$ cat src/rtl/bit_feeder_pkg.sv
// Shared types and constants for the bit_feeder serialiser and its idle-pattern generator.
package bit_feeder_pkg;

    typedef enum logic {
        IDLE  = 1'b0,
        SHIFT = 1'b1
    } state_t;

    localparam logic [6:0] PRBS7_SEED   = 7'h7F;
    localparam int         PRBS7_TAP_HI = 6;
    localparam int         PRBS7_TAP_LO = 5;

    // Feedback bit of x^7 + x^6 + 1; it is also the bit the generator emits.
    function automatic logic prbs7_fb(input logic [6:0] s);
        return s[PRBS7_TAP_HI] ^ s[PRBS7_TAP_LO];
    endfunction

endpackage

$ cat src/rtl/bit_feeder_prbs7_gen.sv
// PRBS7 (x^7 + x^6 + 1) source that fills the serial line while the feeder is idle.
module prbs7_gen
    import bit_feeder_pkg::*;
(
    input  logic clk,
    input  logic rst,
    input  logic adv_i,
    output logic bit_o
);

    logic [6:0] lfsr_q;
    logic [6:0] lfsr_d;

    assign bit_o = prbs7_fb(lfsr_q);

    always_comb begin
        lfsr_d = lfsr_q;
        if (adv_i) begin
            lfsr_d = {lfsr_q[5:0], prbs7_fb(lfsr_q)};
        end
    end

    always_ff @(posedge clk) begin
        if (rst) begin
            lfsr_q <= PRBS7_SEED;
        end else begin
            lfsr_q <= lfsr_d;
        end
    end

endmodule

$ cat src/rtl/bit_feeder.sv
// Parallel-to-serial feeder: one WIDTH-bit word in, one registered bit per cycle out.
// Define BIT_FEEDER_PRBS_EN to drive a PRBS7 pattern on x while idle (default: x=0 when idle).
module bit_feeder
    import bit_feeder_pkg::*;
#(
    parameter int WIDTH     = 8,
    parameter bit MSB_FIRST = 1'b0
) (
    input  logic             clk,
    input  logic             rst,
    input  logic [WIDTH-1:0] in_data,
    input  logic             in_valid,
    output logic             in_ready,
    output logic             x,
    output logic             x_valid,
    output logic             busy,
    output logic             word_done
);

    localparam int            CW        = $clog2(WIDTH);
    localparam logic [CW-1:0] LAST      = CW'(WIDTH - 1);
    localparam logic [CW-1:0] NEXT_LAST = CW'(WIDTH - 2);

    state_t           state_q, state_d;
    logic [CW-1:0]    cnt_q, cnt_d;
    logic [WIDTH-1:0] shreg_q, shreg_d;
    logic             x_q, x_d;
    logic             x_valid_q, x_valid_d;
    logic             busy_q, busy_d;
    logic             word_done_q, word_done_d;
    logic             last_bit;
    logic             accept;
    logic             idle_bit;

    // Handshake: a word transfers on a rising edge with in_valid && in_ready;
    // in_ready depends on registered state only, so it never waits on in_valid.
    assign last_bit = (state_q == SHIFT) && (cnt_q == LAST);
    assign accept   = in_valid && in_ready;

`ifdef BIT_FEEDER_PRBS_EN
    logic prbs_adv;

    assign prbs_adv = (state_d == IDLE);

    prbs7_gen u_prbs (
        .clk   (clk),
        .rst   (rst),
        .adv_i (prbs_adv),
        .bit_o (idle_bit)
    );
`else
    assign idle_bit = 1'b0;
`endif

    always_ff @(posedge clk) begin
        if (rst) begin
            state_q     <= IDLE;
            cnt_q       <= '0;
            shreg_q     <= '0;
            x_q         <= 1'b0;
            x_valid_q   <= 1'b0;
            busy_q      <= 1'b0;
            word_done_q <= 1'b0;
        end else begin
            state_q     <= state_d;
            cnt_q       <= cnt_d;
            shreg_q     <= shreg_d;
            x_q         <= x_d;
            x_valid_q   <= x_valid_d;
            busy_q      <= busy_d;
            word_done_q <= word_done_d;
        end
    end

    // The first bit goes straight to x_q on accept, so shreg holds the remaining bits.
    always_comb begin
        state_d = state_q;
        cnt_d   = cnt_q;
        shreg_d = shreg_q;
        if (accept) begin
            state_d = SHIFT;
            cnt_d   = '0;
            shreg_d = MSB_FIRST ? (in_data << 1) : (in_data >> 1);
        end else if (state_q == SHIFT) begin
            if (last_bit) begin
                state_d = IDLE;
                cnt_d   = '0;
            end else begin
                cnt_d   = cnt_q + 1'b1;
                shreg_d = MSB_FIRST ? (shreg_q << 1) : (shreg_q >> 1);
            end
        end
    end

    always_comb begin
        in_ready    = (state_q == IDLE) || last_bit;
        x_d         = idle_bit;
        x_valid_d   = 1'b0;
        busy_d      = 1'b0;
        word_done_d = 1'b0;
        if (accept) begin
            x_d       = MSB_FIRST ? in_data[WIDTH-1] : in_data[0];
            x_valid_d = 1'b1;
            busy_d    = 1'b1;
        end else if ((state_q == SHIFT) && !last_bit) begin
            x_d         = MSB_FIRST ? shreg_q[WIDTH-1] : shreg_q[0];
            x_valid_d   = 1'b1;
            busy_d      = 1'b1;
            word_done_d = (cnt_q == NEXT_LAST);
        end
    end

    assign x         = x_q;
    assign x_valid   = x_valid_q;
    assign busy      = busy_q;
    assign word_done = word_done_q;

endmodule

$ cat config.mk
export PLATFORM = sky130hd
export DESIGN_NAME = bit_feeder
export DESIGN_NICKNAME = d
export VERILOG_FILES = /design/src/rtl/bit_feeder_pkg.sv /design/src/rtl/bit_feeder_prbs7_gen.sv /design/src/rtl/bit_feeder.sv
export SDC_FILE = /design/constraint.sdc
export NUM_CORES = 1
export LEC_CHECK = 0
export CAP_MARGIN = 30
export CORE_MARGIN = 2
export CORE_UTILIZATION = 45
export DETAILED_ROUTE_END_ITERATION = 6
export GPL_TIMING_DRIVEN = 0
export PLACE_DENSITY = 0.74
export SLEW_MARGIN = 20
export SYNTH_ARGS = -nofsm -noshare
export SYNTH_HDL_FRONTEND = slang
export SYNTH_SLANG_ARGS = --single-unit
$ cat constraint.sdc
create_clock -name clk -period 1.6 [get_ports clk]
set_input_delay 0.32 -clock clk [delete_from_list [all_inputs] [get_ports clk]]
set_output_delay 0.32 -clock clk [all_outputs]
set_load 0.01 [all_outputs]
==> impl_metrics.py <==
metrics = {
    "outcome": {
        "outcome": "finished with violations",
        "failed_checks": "negative setup slack",
    },
    "layout": {
        "nFillCells": 117,
        "n_antenna_cell": 0,
        "final_cell_mix": "clkdlybuf4s50_1, nor2_1, dfxtp_1",
        "drive_gt1_frac": 0.346,
        "fin_cells": 96,
        "multi_input_area_um2": 339,
        "area_growth_pct": 36.3,
        "design_area_um2": 865,
        "area.sequential_um2": 267,
        "fin_nets": 96,
        "layout_commonest_cell": "clkdlybuf4s50_1",
    },
    "worst_setup_path": {
        "critPathMaxFanout": 3,
        "setup.worst_path.start_class": "flop",
        "worstPathArrival_ps": 1340,
        "cp_cell_sequence": "ha_4 -> ha_4 -> and2b_4 -> inv_8 -> buf_6",
        "max_stage_delay_ps": 350,
        "r2r_cells": 7,
        "critPathCaptureType": "output port",
        "crit_top_cell": "ha_4",
        "r2r_end": "shreg_q[4]",
        "path_class": "flop to output port",
        "regToRegSetupSlack_ps": 130,
        "cp_slowest_cell": "dfxtp_2",
        "timing.rr.start": "cnt_q[0]",
        "cp.required_ps": 1280,
    },
    "floorplanning": {
        "core_area_um2": 1300,
        "start_util": 0.487,
        "fp-row-count": 13,
        "dieArea_um2": 1730,
        "pin_count": 16,
        "die_h_um": 41.5,
        "die_x_um": 41.5,
    },
    "global_routing": {
        "track_usage": 0.153,
        "antenna_found_initial": 0,
        "grt-ovfl-total": 0,
        "grt_pass1_vias": 462,
        "grt_pass1_wl_mm": 1.97,
        "grt_start_max_net_pins": 16,
    },
    "sta": {
        "setup_viol": 1,
        "worst_pin_slew_ps": 238,
        "hold_viol": 0,
        "max_slew_margin": 0.841,
        "rsz0062_at_grt": "yes",
        "drv_slew": 0,
        "post-route-period-util": 1.04,
        "fmax_mhz": 601,
        "min_period_ps": 1660,
        "setup_ws_ps": -64.5,
        "final.setup_skew_ps": 4.58,
    },
    "route": {
        "met1_length_um": 516,
        "route.vias.total": 471,
        "wl_met2_um": 531,
        "via_per_inst": 4.91,
        "drc_errors": 0,
        "drtIter0Drc": 1,
        "wirelength_mm": 1.12,
        "wl_per_cell_um": 11.7,
        "ant_nets": 0,
        "dr.max_layer_used": "met4",
        "first_pass_iters": 3,
        "routed-wl-met3_um": 56,
    },
    "cts": {
        "numCtsBuffers": 3,
        "postCtsHoldBufs": 0,
        "clkLatencyLatePin_ps": 270,
        "clockBufferDepth": 2,
        "ctsRootBufferMaster": "clkbuf_4",
        "cts_tree": "yes",
        "clk_pin_slew_worst_paths_ps": 80,
        "h-tree-depth": 1,
        "clock_sink_count": 13,
    },
    "worst_hold_path": {
        "hold_path_end": "x",
        "hp-start": "shreg_q[0]",
        "hold_path_class": "flop to flop",
        "whs_path_depth": 2,
    },
    "placement": {
        "placed_area_um2": 803,
        "pre_cts_slack_ps": -393,
        "gp_congestion": 0.648,
        "dp.cells": 90,
        "dp_hpwl_um": 845,
        "numPortBuffers": 15,
    },
    "yosys": {
        "ys_ff_latch": 13,
        "syn-num-nets": 74,
        "ys_warn_count": 0,
        "syn_area_per_cell_um2": 10.6,
        "synth_area_um2": 634,
        "yosys.cell_types.count": 20,
        "syn_inst": 60,
        "seq_area_frac_synth": 0.410,
    },
    "power": {
        "ir_drop_mv": 0.447,
        "p_leak_nw": 0.342,
        "power.density_nw_per_um2": 800,
    },
    "job": {
        "maxCapViolCount": 0,
    },
}
==> critical path: cells and delay by family, from the launching register on <==
family                   cells  cell delay, ps
flip-flops                   1             350
buffers and inverters        2             140
adder cells (fa/ha/maj)      2             310
AND/OR/NAND/NOR              1             280
==> timing repair <==
action | CTS | global route
pin swaps | 1 | 0
gates resized for setup | 15 | 0
buffers inserted | 3 | 0
endpoints found under the setup margin | 3 | 1
==> per-layer routing <==
| metal | vias up | GRT usage |
|---|---|---|
| li1 | 250 | - |
| met1 | 210 | 0.184 |
| met2 | 9 | 0.228 |
| met3 | 2 | 0.0565 |
| met4 | 0 | 0.0968 |
| met5 | - | 0 |
==> synth_stat cells, drive strengths merged <==
cell type | n | share of area
dfxtp | 13 | 0.41
a211oi | 6 | 0.12
nor3b | 1 | 0.012
nor2 | 11 | 0.069
o32a | 2 | 0.032
inv | 4 | 0.032
mux2i | 7 | 0.11
nand2 | 3 | 0.018
nor3 | 2 | 0.024
ha | 3 | 0.059
and2b | 1 | 0.016
nand3 | 1 | 0.016
a21oi | 2 | 0.022
buf | 4 | 0.063
==> worst max-delay path by stage <==
stage | slack (ps) | depth (start not counted) | endpoint | start
floorplan | 150 | 5 | in_ready | cnt_q[0]
global placement | -380 | 6 | in_ready | cnt_q[0]
detailed placement | -390 | 6 | in_ready | cnt_q[0]
CTS | -80 | 5 | in_ready | cnt_q[0]
global route | -100 | 5 | in_ready | cnt_q[0]
finish | -60 | 5 | in_ready | cnt_q[0]
==> registers in the layout, indices dropped and copies added, names as in the netlist <==
register	cells
cnt_q	3
shreg_q	7
state_q	1
word_done	1
x	1
==> final cells by class <==
class	instances	share of cell area
multi-input combinational	39	0.392
clock buffer	4	0.0304
tap	15	0.0217
inverter	4	0.0260
timing repair buffer	18	0.198
buffer	3	0.0232
sequential	13	0.308
==> cells by family after synthesis <==
family                   share of synthesized area
flip-flops                                   0.410
multiplexers                                 0.110
buffers and inverters                       0.0947
adder cells (fa/ha/maj)                     0.0592
AO/OA/AOI/OAI                                0.172
AND/OR/NAND/NOR                              0.154
==> per-stage QoR <==
step	hold WS, ps	utilization	TNS (ps)	total power [mW]
6_report	465	0.664	-64.5	0.692
3_3_place_gp	453	0.617	-378	0.497
4_1_cts	467	0.664	-83.3	0.708
5_1_grt	502	0.664	-100	0.732
2_1_floorplan	385	-	0	0.445
3_5_place_dp	455	0.617	-393	0.499
==> power breakdown <==
part | total [mW] | leakage [nW] | switching, mW | internal [mW]
registers | 0.357 | 0.108 | 0.0135 | 0.344
clock network | 0.202 | 0.0150 | 0.105 | 0.0966
logic | 0.133 | 0.218 | 0.0589 | 0.0740
total | 0.692 | 0.342 | 0.177 | 0.514
Note: power is estimated with default switching activity, not from simulation.
